### config.mk
export PLATFORM = sky130hd
export DESIGN_NAME = ro_packer
export DESIGN_NICKNAME = d
export VERILOG_FILES = /design/src/rtl/ro_packer_pkg.sv /design/src/rtl/ro_timeout_ctr.sv /design/src/rtl/ro_packer.sv
export SDC_FILE = /design/constraint.sdc
export NUM_CORES = 1
export LEC_CHECK = 0
export CAP_MARGIN = 0
export CORE_MARGIN = 1.5
export CORE_UTILIZATION = 35
export DETAILED_ROUTE_END_ITERATION = 8
export REMOVE_ABC_BUFFERS = 1
export SLEW_MARGIN = 20
export SYNTH_ARGS = -nofsm -noshare
export SYNTH_HDL_FRONTEND = slang
export SYNTH_SLANG_ARGS = --single-unit
### constraint.sdc
create_clock -name CLK -period 6.8 [get_ports CLK]
set_clock_uncertainty 0.1 [all_clocks]
set_input_delay 2.04 -clock CLK [delete_from_list [all_inputs] [get_ports CLK]]
set_output_delay 2.04 -clock CLK [all_outputs]
set_load 0.02 [all_outputs]
### src/rtl/ro_packer_pkg.sv
// ro_packer_pkg
//   Shared digitizer definitions for the readout packer: FSM state
//   encodings and the default constants for word width, frame length,
//   idle timeout and the upper-half filler.
package ro_packer_pkg;

    typedef enum logic [1:0] {
        S_LO  = 2'd0,   // waiting for the low half-word
        S_HI  = 2'd1,   // low half held, waiting for the high half-word
        S_OUT = 2'd2    // packed beat presented downstream
    } state_t;

    localparam int unsigned DEF_WIDTH       = 16;
    localparam int unsigned DEF_FRAME_BEATS = 64;
    localparam int unsigned DEF_TIMEOUT     = 255;
    localparam logic [15:0] DEF_PAD         = 16'hFFFF;

endpackage

### src/rtl/ro_timeout_ctr.sv
// ro_timeout_ctr
//   Up-counter with synchronous clear and enable that flags when it sits
//   at its terminal value TERM. Used for both idle timing and frame-beat
//   counting in the packer.
//   clk  in  clock
//   rst  in  synchronous active-high reset
//   clr  in  synchronous clear (wins over en)
//   en   in  count enable
//   tc   out count == TERM
module ro_timeout_ctr #(
    parameter int unsigned W    = 8,
    parameter int unsigned TERM = 255
) (
    input  logic clk,
    input  logic rst,
    input  logic clr,
    input  logic en,
    output logic tc
);

    logic [W-1:0] count;

    always_ff @(posedge clk) begin
        if (rst || clr) begin
            count <= '0;
        end else if (en) begin
            count <= count + W'(1);
        end
    end

    assign tc = (count == W'(TERM));

endmodule

### src/rtl/ro_packer.sv
// ro_packer
//   Pairs consecutive WIDTH-bit words from the global FIFO into one
//   2*WIDTH beat (first word in the low half) with a valid/ready output.
//   A lone low half is flushed with PAD in the upper half after TIMEOUT
//   idle cycles; such a beat always carries M_LAST. Frames are
//   FRAME_BEATS beats long.
//   CLK        in   sole clock
//   RST        in   synchronous active-high reset
//   FIFO_DOUT  in   FIFO read data, valid one cycle after FIFO_RD_EN
//   FIFO_EMPTY in   FIFO empty flag
//   FIFO_RD_EN out  single-cycle FIFO read strobe
//   M_DATA     out  packed beat
//   M_VALID    out  beat valid
//   M_READY    in   consumer accepts beat
//   M_LAST     out  last beat of frame (qualified by M_VALID)
//   BEAT_CNT   out  accepted beats since reset, wrapping
module ro_packer
    import ro_packer_pkg::*;
#(
    parameter int unsigned      WIDTH       = DEF_WIDTH,
    parameter int unsigned      FRAME_BEATS = DEF_FRAME_BEATS,
    parameter int unsigned      TIMEOUT     = DEF_TIMEOUT,
    parameter logic [WIDTH-1:0] PAD         = WIDTH'(DEF_PAD)
) (
    input  logic               CLK,
    input  logic               RST,
    input  logic [WIDTH-1:0]   FIFO_DOUT,
    input  logic               FIFO_EMPTY,
    output logic               FIFO_RD_EN,
    output logic [2*WIDTH-1:0] M_DATA,
    output logic               M_VALID,
    input  logic               M_READY,
    output logic               M_LAST,
    output logic [15:0]        BEAT_CNT
);

    localparam int unsigned IDLE_W  = (TIMEOUT < 1) ? 1 : $clog2(TIMEOUT + 1);
    localparam int unsigned FRAME_W = (FRAME_BEATS < 2) ? 1 : $clog2(FRAME_BEATS);

    state_t           state, state_nxt;
    logic             pending;      // read strobe issued last cycle
    logic [WIDTH-1:0] lo_q, hi_q;
    logic             flush_q;      // current beat was produced by a timeout
    logic [15:0]      beat_cnt;
    logic             rd_en;
    logic             xfer;
    logic             flush;
    logic             idle_tc;
    logic             frame_tc;

    assign xfer  = (state == S_OUT) && M_READY;
    // Flush has priority over a read that would start this very cycle.
    assign flush = (state == S_HI) && !pending && idle_tc;
    assign rd_en = !RST && ((state == S_LO) || (state == S_HI))
                   && !FIFO_EMPTY && !pending && !flush;

    ro_timeout_ctr #(
        .W    (IDLE_W),
        .TERM (TIMEOUT)
    ) u_idle (
        .clk (CLK),
        .rst (RST),
        .clr ((state != S_HI) || pending || rd_en),
        .en  ((state == S_HI) && !pending && FIFO_EMPTY && !idle_tc),
        .tc  (idle_tc)
    );

    ro_timeout_ctr #(
        .W    (FRAME_W),
        .TERM (FRAME_BEATS - 1)
    ) u_frame (
        .clk (CLK),
        .rst (RST),
        .clr (xfer && M_LAST),
        .en  (xfer),
        .tc  (frame_tc)
    );

    always_comb begin
        state_nxt = state;
        unique case (state)
            S_LO:    if (pending) state_nxt = S_HI;
            S_HI:    if (pending || flush) state_nxt = S_OUT;
            S_OUT:   if (M_READY) state_nxt = S_LO;
            default: state_nxt = S_LO;
        endcase
    end

    always_ff @(posedge CLK) begin
        if (RST) begin
            state    <= S_LO;
            pending  <= 1'b0;
            lo_q     <= '0;
            hi_q     <= '0;
            flush_q  <= 1'b0;
            beat_cnt <= '0;
        end else begin
            state    <= state_nxt;
            pending  <= rd_en;
            // Unconditional update keeps the counter a plain accumulator.
            beat_cnt <= beat_cnt + 16'(xfer);
            if (pending && (state == S_LO)) begin
                lo_q <= FIFO_DOUT;
            end
            if (pending && (state == S_HI)) begin
                hi_q <= FIFO_DOUT;
            end else if (flush) begin
                hi_q <= PAD;
            end
            if (xfer) begin
                flush_q <= 1'b0;
            end else if (flush) begin
                flush_q <= 1'b1;
            end
        end
    end

    assign FIFO_RD_EN = rd_en;
    assign M_DATA     = {hi_q, lo_q};
    assign M_VALID    = (state == S_OUT);
    assign M_LAST     = (state == S_OUT) && (frame_tc || flush_q);
    assign BEAT_CNT   = beat_cnt;

endmodule

## Word-level counts from Yosys, hierarchy flattened

Index checks and enable logic that the tools add are counted.

| storage, ports and cells | value |
|---|---|
| register bits after elaboration | 66 |
| output and inout port bits | 51 |
| word-level logic and storage cells | 54 |

| operators by class | value |
|---|---|
| $add $sub $neg | 3 |
| equality and inequality tests | 8 |
| mux-type cells | 6 |
| reduce and logical (&&, ||, !) cells | 29 |

Operators by type and width:

| operator | number |
|---|---|
| $mux W16 | 2 |
| $add A16 B1 Y16 | 1 |
| $logic_and A1 B1 Y1 | 13 |
| $add A8 B1 Y8 const B | 1 |
| $eq A8 B8 Y1 const B | 1 |
| $logic_or A1 B1 Y1 | 7 |
| $add A6 B1 Y6 const B | 1 |
| $eq A6 B6 Y1 const B | 1 |
| $mux W2 | 3 |
| $ne A2 B1 Y1 const B | 3 |
| $pmux W2 S3 | 1 |
| $logic_not A1 Y1 | 5 |
| $reduce_and A3 Y1 | 1 |
| $eq A2 B1 Y1 const B | 1 |
| $eq A2 B2 Y1 const B | 1 |
| $logic_not A2 Y1 | 1 |
| $ne A2 B2 Y1 const B | 1 |
| $reduce_bool A2 Y1 | 1 |
| $reduce_or A2 Y1 | 1 |

## Depth between registers and ports, before layout

Gate-level depths: netlist of the first run.

| depth | value |
|---|---|
| depth after elaboration | 8 |
| gate-level depth with buffers | 8 |

## Hierarchy

From an unflattened synthesis of the first run, not the netlist that was laid out.

| unflattened totals | value |
|---|---|
| cell total of the unflattened synthesis | 323 |
| area total of the unflattened synthesis | 2746.4 sq um |

By module, submodules not included:

| module | times used | cells an instance | area an instance (sq um) | sequential area each (sq um) |
|---|---|---|---|---|
| ro_packer | 1 | 254 | 2129.5 | 1041.0 |
| ro_timeout_ctr at u_idle | 1 | 40 | 355.3 | 160.2 |
| ro_timeout_ctr at u_frame | 1 | 29 | 261.5 | 120.1 |

## Worst setup path before layout of the first run

OpenSTA, ideal clock, no wires.

| path | value |
|---|---|
| kind | input to output |
| from | input port RST |
| to | output port FIFO_RD_EN |
| arrival time | 2.714 ns |
| slack | 1.946 ns |
| stages on the path | 3 |
| path buffers | 1 |
| cells stage by stage | clkbuf_1 -> nor4_1 -> and2_1 |

| between the ends | value |
|---|---|
| longest elaborated chain between the ends | 5 |

RTL lines:

| element | RTL line | text |
|---|---|---|
| from (decl) | ro_packer.sv:26 | `input logic RST,` |
| $logic_not A1 Y1 | ro_packer.sv:54 | `assign rd_en = !RST && ((state == S_LO) \|\| (state == S_HI))` |
| $logic_and A1 B1 Y1 | ro_packer.sv:54 |  |
| $logic_and A1 B1 Y1 (3 in a row) | ro_packer.sv:55 | `&& !FIFO_EMPTY && !pending && !flush;` |
| to (decl) | ro_packer.sv:29 | `output logic FIFO_RD_EN,` |

Every way passes these cells.

## Worst setup path after layout of the first run

| path | value |
|---|---|
| from | input port FIFO_EMPTY |
| to | output port FIFO_RD_EN |

| between the ends | value |
|---|---|
| longest elaborated chain between the ends | 4 |

RTL lines:

| element | RTL line | text |
|---|---|---|
| from (decl) | ro_packer.sv:28 | `input logic FIFO_EMPTY,` |
| $logic_not A1 Y1 | ro_packer.sv:55 |  |
| $logic_and A1 B1 Y1 (3 in a row) | ro_packer.sv:55 |  |

Every way passes these cells.

==> results of run 1 <==
## Yosys cell counts, types with 5 or more instances
cell type	count	area, um^2
nand3_1	14	70.1
nor2b_1	5	31.3
mux2i_1	7	70.1
xor2_1	16	140
o21a_1	11	82.6
dfxtp_1	66	1320
a21oi_1	28	140
nand4_1	8	50.1
nor2_1	46	173
nand2_1	43	161
clkbuf_1	9	33.8
## path summary, 6_finish.rpt
check,from,end,cells past startpoint
min reg2reg,lo_q[9],lo_q[9],2
max reg2reg,state[1],BEAT_CNT[15],6
max,FIFO_EMPTY,FIFO_RD_EN,4
min,lo_q[9],lo_q[9],2
## sequential cells by signal, summed over array words and instances (netlist names)
register,count
pending,1
hi_q,16
u_frame.count,6
lo_q,16
state,2
flush_q,1
u_idle.count,8
BEAT_CNT,16
## kinds of logic after synthesis
kind of cell | Yosys count | synth area share
xor gates and xnor gates | 20 | 0.0638
buffers and inverters | 18 | 0.0310
adders and majority gates | 4 | 0.0182
and+or+nand+nor | 145 | 0.258
DFF | 66 | 0.481
AOI/OAI and AO/OA | 54 | 0.123
muxes | 7 | 0.0255
## cell usage in the layout, fill, tap and decap left out, drive strengths merged, types with 3 or more instances in the layout
| master | count |
|---|---|
| clkinv | 3 |
| nand2b | 3 |
| and3 | 3 |
| or4 | 4 |
| mux2i | 7 |
| nor2b | 5 |
| clkdlybuf4s50 | 69 |
| inv | 3 |
| buf | 4 |
| dfxtp | 66 |
| xor2 | 16 |
| o21ai | 4 |
| clkbuf | 10 |
| nand2 | 44 |
| o21a | 11 |
| ha | 4 |
| nand4 | 8 |
| and2 | 4 |
| a21oi | 28 |
| nor2 | 46 |
| nand3 | 14 |
| a211oi | 3 |
| xnor2 | 4 |
## routing by layer
layer	routed length (um)	vias to the layer above	track usage
li1	-	1210	-
met1	2990	1118	0.208
met2	2940	50	0.248
met3	259	8	0.0327
met4	76	0	0.0547
met5	0	-	0
## worst min-delay path: cells and delay by family (launching register included)
family,cells,cell delay [ps]
flops,1,310
simple gates,1,50
compound gates,1,50
## metrics by stage
stage                     worst slack [ps]   util  instance area [um^2]  hold WS, ps  cells
after global routing                  1030  0.490                  3750          375    490
final                                 1150  0.490                  3750          353    490
after floorplan                       2130      -                  2670          334    299
after CTS                             1140  0.490                  3750          356    490
after detailed placement              1150  0.460                  3520          346    474
after global placement                1140  0.460                  3520          341    474
## where the power goes
group	total, uW	internal [uW]	switching, uW
Sequential	401	395	6.45
Clock	371	217	154
Combinational	71.4	34.6	36.8
Total	844	647	198
## layout make-up
cell class | count | area [um^2]
Clock inverter | 6 | 90.1
Multi-Input combinational cell | 230 | 1340
Clock buffer | 10 | 138
Timing Repair Buffer | 73 | 718
Inverter | 3 | 11.3
Fill cell | 722 | 3900
Tap cell | 102 | 128
Sequential cell | 66 | 1320
==> out/results.tsv, run 1 <==
metric	value	unit
start_util	0.359	
vias	2386	
die_w	91.6	um
cts_setup_buffers	0	
io_pins	71	
fp.dieH	91.6	um
synth_edf_count	0	
cp_max_fo	3	
dr.pass1.iters	4	
p_leak	0.00137	uW
grt_usage	0.156	
synthArstFlopShare	0	
crit_path_top_delay_cell	clkdlybuf4s50_1	
grt_pass1_vias	2182	
grt_pass1_wl	10.4	mm
holdBufCountCts	0	
slew_headroom	0.310	
syn-cell-area	2750	um^2
maxCapViolCount	0	
max_freq	177	MHz
post_synth_num_cell_types	42	
dominantRegCellSynth	dfxtp_1	
ant_nets	0	
finalWeightedCongestion	0.820	
cp.required	4660	ps
powerDensity	225	nW/um^2
timing.reg2reg.setup_slack	4570	ps
antennaDiodeCount	0	
start_kind	input pin	
wl_per_cell	12.8	um
clkTransAtPathRegs	80	ps
cts_buffers	9	
drt_iter0_drc	113	
total_power	844	uW
synth_seq_cells	66	
hold_violations	0	
globalRoute.totalOverflow	0	
io_buffers	70	
critPathBufInv	2	
drt_wl_total	6.27	mm
drc	0	
rsz0062_at_grt	false	
grt_max_degree	56	
dp_hpwl	4.29	mm
slew_viol_final	0	
cts.sinks	66	
crit_chain	clkdlybuf4s50_1 -> nor4_1 -> and2_1 -> clkdlybuf4s50_1	
tritoncts	built	
syn_inst	314	
fin_nets	407	
via_per_inst	4.87	
arrival	3510	ps
ir_drop	115	uV
ys_warn_count	0	
antenna_found_initial	0	
crit_type	input pin to output port	
num_rows	32	
seq_area_frac_synth	0.481	
core_area	7650	um^2
cts_resized	0	
cp-end-kind	output port	
cts_buffer_depth	2	
syn_area_per_cell	8.75	um^2
areaGrowthSynthToFinish	36.4	%
setup_tns	0	ps
path_common_cell	clkdlybuf4s50_1	
cp_top_family	buffers and inverters	
post-route-min-period	5650	ps
hp-class	register to register	
setup_viol	0	
worst_pin_slew	1030	ps
insertion_delay	330	ps
slowest_delay	600	ps
dieArea	8390	um^2
htreeDepth	3	
root_buffer	clkbuf_8	
layout-drive-gt1-share	0.0696	
status	complete, no violations	
finalCritPeriodShare	0.830	
No activity file was read; power rests on OpenSTA's default activity.
==> inputs of run 2 (changes only) <==
==> constraint.sdc (replaced) <==
create_clock -name CLK -period 5.4 [get_ports CLK]
set_clock_uncertainty 0.1 [all_clocks]
set_input_delay 1.62 -clock CLK [delete_from_list [all_inputs] [get_ports CLK]]
set_output_delay 1.62 -clock CLK [all_outputs]
set_load 0.02 [all_outputs]
==> out/results.tsv, run 2 (synthesis results as in run 1) <==
metric	value	unit
final_cell_mix	clkdlybuf4s50_1, dfxtp_1, nor2_1	
io_pins	71	
path_common_cell	clkdlybuf4s50_1	
tritoncts	built	
whs	355	ps
dr.pass1.iters	4	
hp-class	register to register	
cts_setup_buffers	0	
setup_viol	0	
wl_per_cell	12.9	um
layout-drive-gt1-share	0.0696	
switching_power	249	uW
switching_share	0.249	
cp.required	3680	ps
cts_buffer_depth	2	
grt_max_degree	56	
hold_violations	0	
p_int	753	uW
slowest_delay	610	ps
grt_pass1_vias	2177	
cp-end-kind	output port	
setup_tns	0	ps
antennaDiodeCount	0	
crit_chain	clkdlybuf4s50_1 -> nor4_1 -> and2_1 -> clkdlybuf4s50_1	
grt_pass1_wl	10.3	mm
grt_usage	0.157	
root_buffer	clkbuf_8	
slew_headroom	0.310	
cp_max_fo	3	
powerDensity	270	nW/um^2
critPathBufInv	2	
cp.depth	4	
rr_worst_depth	6	
p_leak	0.00135	uW
htreeDepth	3	
drc	0	
globalRoute.totalOverflow	0	
ant_nets	0	
cts_buffers	9	
maxCapViolCount	0	
rsz0062_at_grt	false	
io_buffers	70	
ir_drop	166	uV
insertion_delay	340	ps
combPwrFrac	0.090	
hold_path_depth	2	
final_common_cell	clkdlybuf4s50_1	
cp_top_family	buffers and inverters	
arrival	3090	ps
crit_path_top_delay_cell	clkdlybuf4s50_1	
vias	2397	
holdBufCountCts	0	
drt_wl_total	6.33	mm
start_util	0.359	
num_rows	32	
max_freq	208	MHz
dp_hpwl	4.38	mm
cts.sinks	66	
finalCritPeriodShare	0.891	
slew_viol_final	0	
status	complete, no violations	
via_per_inst	4.89	
die_w	91.6	um
crit_type	input pin to output port	
worst_pin_slew	1030	ps
drt_iter0_drc	73	
clkTransAtPathRegs	70	ps
p_clk_frac	0.406	
core_area	7650	um^2
dieArea	8390	um^2
power_frac_seq	0.504	
post-route-min-period	4810	ps
areaGrowthSynthToFinish	35.2	%
cts_resized	0	
fin_nets	407	
antenna_found_initial	0	
finalWeightedCongestion	0.799	
fp.dieH	91.6	um
start_kind	input pin	
run 2: worst reg2reg max path, delay by kind of cell (launching register included):
family | cells | cell delay (ps)
AOI/OAI and AO/OA | 1 | 140
buffers and inverters | 1 | 260
DFF | 1 | 490
adders and majority gates | 1 | 370
and+or+nand+nor | 3 | 760
run 2: worst paths after layout:
check	startpoint	endpoint	slack (ps)
hold / removal	lo_q[9]	lo_q[9]	360
hold reg to reg	lo_q[9]	lo_q[9]	360
setup reg to reg	state[1]	BEAT_CNT[15]	3220
setup / recovery	FIFO_EMPTY	FIFO_RD_EN	590
run 2: layer usage:
| layer | routed length [um] | track usage | part of all wire | vias up |
|---|---|---|---|---|
| met5 | 0 | 0 | 0 | - |
| met3 | 277 | 0.0394 | 0.044 | 9 |
| met1 | 2900 | 0.194 | 0.46 | 1117 |
| met4 | 125 | 0.0729 | 0.020 | 0 |
| met2 | 3030 | 0.254 | 0.48 | 56 |
| li1 | - | - | - | 1215 |
run 2: stage by stage:
stage / power [uW] / utilization / worst slack, ps / std cells / area [um^2]
after global placement: 606 / 0.460 / 584 / 474 / 3520
after CTS: 1010 / 0.485 / 582 / 490 / 3710
after global routing: 1040 / 0.485 / 543 / 490 / 3710
after floorplan: 556 / - / 1570 / 299 / 2670
final: 1000 / 0.485 / 588 / 490 / 3710
after detailed placement: 607 / 0.460 / 582 / 474 / 3520
run 2: layout make-up:
class | instances | area (um^2)
Fill cell | 753 | 3940
Inverter | 3 | 11.3
Timing Repair Buffer | 73 | 718
Tap cell | 102 | 128
Sequential cell | 66 | 1320
Multi-Input combinational cell | 230 | 1340
Clock inverter | 7 | 70.1
Clock buffer | 9 | 124
run 2: power groups by stage:
stage / Combinational, uW / Sequential [uW] / Clock, uW
2_1_floorplan: 29.2 / 526 / 0
3_3_place_gp: 90.1 / 516 / 0
3_5_place_dp: 90.7 / 517 / 0
4_1_cts: 91.0 / 505 / 418
5_1_grt: 97.5 / 507 / 440
6_report: 89.9 / 505 / 407
==> variant 1, RTL diff (settings of run 2) <==
Register the output `BEAT_CNT` once more; this adds one clock of latency there. The other outputs are not delayed to match.
--- a/src/rtl/ro_packer.sv
+++ b/src/rtl/ro_packer.sv
@@ -119,7 +119,9 @@
     assign M_DATA     = {hi_q, lo_q};
     assign M_VALID    = (state == S_OUT);
     assign M_LAST     = (state == S_OUT) && (frame_tc || flush_q);
-    assign BEAT_CNT   = beat_cnt;
+    always_ff @(posedge CLK) begin
+        BEAT_CNT <= beat_cnt;
+    end
 
 endmodule
 
Check against the original RTL: not equivalent (a bounded check fails within 10 cycles, from zero or initial values and one cycle with RST high).
==> variant 1 against run 2 <==
- design area grew 8.3%
- synthesized area grew 12%
- fmax shrank 1.6%
- highest routed layer unchanged
- critical path depth is the same
- largest power group unchanged
- worst setup slack lost 0.081 ns
- sequential cell count grew 16
- count of clock-buffer cells in the layout grew 2
- power grew 12%
- wire length grew 3.0%
==> variant 1: results (changes against run 2) <==
{| class="wikitable"
! Metric !! Value
|-
| Mean instance size in the synthesized netlist || 9.323 um^2 (was 8.746 um^2)
|-
| Maximum ir drop on the vdd rail || 125.7 uV (was 165.9 uV)
|-
| Hold path startpoint || beat_cnt[15] (was lo_q[9])
|-
| Worst Path Max Fanout || 7 (was 3)
|-
| Per-cell via count in the routed design || 4.872 (was 4.892)
|-
| Cell types with the highest counts after synthesis || dfxtp_1 (82), nor2_1 (46), nand2_1 (43), a21oi_1 (27), xor2_1 (16) (was dfxtp_1 (66), nor2_1 (46), nand2_1 (43), a21oi_1 (28), xor2_1 (16))
|-
| Static leakage power || 1.450 nW (was 1.352 nW)
|-
| Detailed Place HPWL || 4382 um (was 4384 um)
|-
| Maximum number of pins on one net before global-route repair || 55 (was 56)
|-
| Global-route usage over all layers || 14.12% (was 15.67%)
|-
| Worst max-slew margin expressed relative to the limit || 35.32% (was 31.02%)
|-
| Fill cell count || 848 (was 753)
|-
| Final cell count without fillers || 506 (was 490)
|-
| Fraction of final layout cells with drive strength greater than 1 || 5.528% (was 6.959%)
|-
| Net switching power figure || 261.7 uW (was 249.2 uW)
|-
| Nets || 418 (was 407)
|-
| Result of the run || finished clean (unchanged)
|-
| CP startpoint || FIFO_EMPTY (unchanged)
|-
| Sequential-to-total area share from yosys stat || 53.36% (was 48.11%)
|-
| Synth top area cells || dfxtp_1 (53%), nor2_1 (5.6%), nand2_1 (5.2%) (was dfxtp_1 (48%), nor2_1 (6.3%), nand2_1 (5.9%))
|-
| Final wirelength || 6524 um (was 6332 um)
|-
| Worst Hold Class || reg -> reg (unchanged)
|-
| Inst Count DP || 491 (was 474)
|-
| Crit path arrival time || 3.17 ns (was 3.09 ns)
|-
| Weighted congestion reported at the end of routability-driven placement || 0.7839 (was 0.7993)
|-
| Layout Area Growth over Synthesis || 30.62% (was 35.17%)
|-
| Total cell area at the placement stage || 0.003827 mm^2 (was 0.003518 mm^2)
|}
[variant 1: changes by cell type after synthesis, sizes merged, moves of 3 or more]
cell | run 2 | this run
clkbuf | 9 | 12
nor3b | 0 | 3
nand4 | 8 | 11
nand3 | 14 | 8
nand2b | 3 | 0
dfxtp | 66 | 82
[variant 1: final timing paths]
check / to / depth (start not counted) / slack (ns)
max: FIFO_RD_EN / 4 / 0.51
min: BEAT_CNT[15] / 0 / 0.28
max reg2reg: beat_cnt[14] / 7 / 2.91
min reg2reg: BEAT_CNT[15] / 0 / 0.28
[variant 1: cell type report]
type                    count  share of cell area [%]
multi-input cells         224                   33.03
flip-flops and latches     82                   40.85
inverters                   5                  0.4670
clock inverters             4                   1.339
clock buffers              11                   3.269
well taps                 108                   3.362
repair buffers             72                   17.68
[variant 1: metrics by stage]
step | hold WS [ns] | worst slack [ns]
global placement | 0.2585 | 0.5160
CTS | 0.2814 | 0.5112
finish | 0.2803 | 0.5071
global route | 0.2864 | 0.3617
detailed placement | 0.2692 | 0.5201
floorplan | 0.2437 | 1.567
[variant 1: metal layers]
layer	part of all wire [%]	routed length [um]	vias to the layer above	track usage [%]
met1	49	3205	1147	18.69
met2	46	2976	60	21.57
li1	-	-	1250	-
met5	0	0	-	0
met4	1.3	87	0	6.577
met3	3.9	255	8	3.613
[variant 1: worst register-to-register path: stages (launching register included)]
cell and delay [ns]:
dfxtp_1 0.53, nor2b_1 0.29, nand2_1 0.14, clkinv_1 0.20, ha_1 0.41, inv_1 0.09, or4_1 0.52, a21oi_1 0.16
[variant 1: cells by family after synthesis]
logic type / share of synthesized area (%)
compound gates: 10.70
xor+xnor: 5.693
buf+inv: 3.863
simple gates: 21.84
mux: 2.928
fa+ha+maj: 1.627
flops: 53.35
[variant 1: power groups by stage]
| stage | clock network (mW) | logic [mW] | registers, mW |
|---|---|---|---|
| after floorplan | 0 | 0.0236 | 0.644 |
| after global placement | 0 | 0.0802 | 0.634 |
| after detailed placement | 0 | 0.0805 | 0.635 |
| after CTS | 0.442 | 0.0809 | 0.621 |
| after global routing | 0.467 | 0.0868 | 0.622 |
| final | 0.426 | 0.0804 | 0.621 |
==> variant 2, RTL diff (settings of run 2) <==
Without the edit above. Change the package constant `DEF_TIMEOUT` from 255 to 510.
--- a/src/rtl/ro_packer_pkg.sv
+++ b/src/rtl/ro_packer_pkg.sv
@@ -12,7 +12,7 @@
 
     localparam int unsigned DEF_WIDTH       = 16;
     localparam int unsigned DEF_FRAME_BEATS = 64;
-    localparam int unsigned DEF_TIMEOUT     = 255;
+    localparam int unsigned DEF_TIMEOUT     = 510;
     localparam logic [15:0] DEF_PAD         = 16'hFFFF;
 
 endpackage
Behaviour: no difference found for any inputs over 10 cycles, from zero or initial values and one cycle with RST high; that may be too few to reach the edited logic, so the function may still have changed.
==> variant 2 against run 2 <==
- worst hold slack got worse by 0.0031 ns
- count of clock-buffer cells in the layout increased by 3
- synthesized area about the same
- fmax decreased by 6.7%
- worst setup slack got worse by 0.35 ns
- sequential share of layout area increased by 0.31 points
- wire length increased by 6.5%
- sequential cell count increased by 1
- power about the same
- design area increased by 0.64%
- largest power group unchanged
==> variant 2: results (changes against run 2) <==
{| class="wikitable"
! Metric !! Value
|-
| Cell types with the highest counts after synthesis || dfxtp_1 (67), nand2_1 (60), nor2_1 (27), a21oi_1 (25), xnor2_1 (13) (was dfxtp_1 (66), nor2_1 (46), nand2_1 (43), a21oi_1 (28), xor2_1 (16))
|-
| WL met1 || 3394 um (was 2896 um)
|-
| Violation count after the first detailed-routing iteration || 79 (was 73)
|-
| Number of combinational gates with multiple inputs || 222 (was 230)
|-
| First-pass GRT wire length || 10,970 um (was 10,280 um)
|-
| Sequential-to-total area share from yosys stat || 48.79% (was 48.11%)
|-
| Cell area power density || 268.2 mW/mm^2 (was 270.0 mW/mm^2)
|-
| Maximum number of pins on one net before global-route repair || 43 (was 56)
|-
| Synth top area cells || dfxtp_1 (49%), nand2_1 (8.2%), a21oi_1 (4.6%) (was dfxtp_1 (48%), nor2_1 (6.3%), nand2_1 (5.9%))
|-
| Met3 Resource Use GR || 4.063% (was 3.936%)
|-
| Weighted congestion reported at the end of routability-driven placement || 0.8170 (was 0.7993)
|-
| Static leakage power || 1.224 nW (was 1.352 nW)
|-
| Hold path startpoint || lo_q[3] (was lo_q[9])
|-
| Total via count in the routed design || 2,372 (was 2,397)
|-
| Result of the run || finished clean (unchanged)
|-
| Average detailed-routed wire length per instance || 13.87 um (was 12.92 um)
|-
| Inst Count DP || 470 (was 474)
|-
| Inverter count || 7 (was 3)
|-
| Fraction of final layout cells with drive strength greater than 1 || 8.333% (was 6.959%)
|-
| Per-cell via count in the routed design || 4.881 (was 4.892)
|-
| Total cell area at the placement stage || 0.003535 mm^2 (was 0.003518 mm^2)
|-
| Setup slack of the worst register-to-register path || 3.10 ns (was 3.22 ns)
|-
| Clkbuf count || 12 (was 9)
|-
| Crit path arrival time || 3.44 ns (was 3.09 ns)
|-
| Footprint of the multi-input gates || 0.001330 mm^2 (was 0.001340 mm^2)
|-
| Maximum ir drop on the vdd rail || 126.8 uV (was 165.9 uV)
|-
| Worst Path Max Fanout || 2 (was 3)
|-
| Detailed route wirelength on metal2 || 3021 um (was 3032 um)
|-
| Flip-flop and latch count after synthesis || 67 (was 66)
|-
| Worst slack, placed || 0.2529 ns (was 0.5823 ns)
|-
| Nets || 404 (was 407)
|-
| Final critical-path share of the clock period || 95.51% (was 89.12%)
|-
| Vias in the first global route || 2,237 (was 2,177)
|-
| Mean instance size in the synthesized netlist || 8.925 um^2 (was 8.746 um^2)
|-
| Actual slew at the worst max-slew pin || 0.9063 ns (was 1.032 ns)
|-
| Worst min-delay path endpoint || lo_q[3] (was lo_q[9])
|-
| Global-route usage over all layers || 16.57% (was 15.67%)
|-
| Met3 wire length || 263 um (was 277 um)
|-
| Fraction of area in registers || 35.90% (was 35.59%)
|-
| Met2 GRT Util || 24.88% (was 25.37%)
|-
| CP startpoint || RST (was FIFO_EMPTY)
|}
==> variant 2: changes by cell type in the layout (fill, tap and decap cells not counted), moves of 9 or more <==
| cell | delta |
|---|---|
| nand2_1 | +17 |
| xnor2_1 | +9 |
| xor2_1 | -10 |
| o21a_1 | -10 |
| nor2_1 | -19 |
==> variant 2: power by group <==
| group | switching, mW | internal, mW |
|---|---|---|
| Combinational | 0.0430 | 0.0384 |
| Clock | 0.184 | 0.225 |
| Sequential | 0.00714 | 0.504 |
==> variant 2: cell families (layout without fill, tap and decap cells) <==
| kind of cell | count (synthesis) | count (layout) | synth area share [%] |
|---|---|---|---|
| adders and majority gates | 5 | 5 | 2.276 |
| DFF | 67 | 67 | 48.79 |
| buffers and inverters | 19 | 95 | 3.050 |
| AOI/OAI and AO/OA | 54 | 54 | 13.38 |
| and+or+nand+nor | 140 | 140 | 24.99 |
| muxes | 4 | 4 | 1.457 |
| xor gates and xnor gates | 19 | 19 | 6.054 |
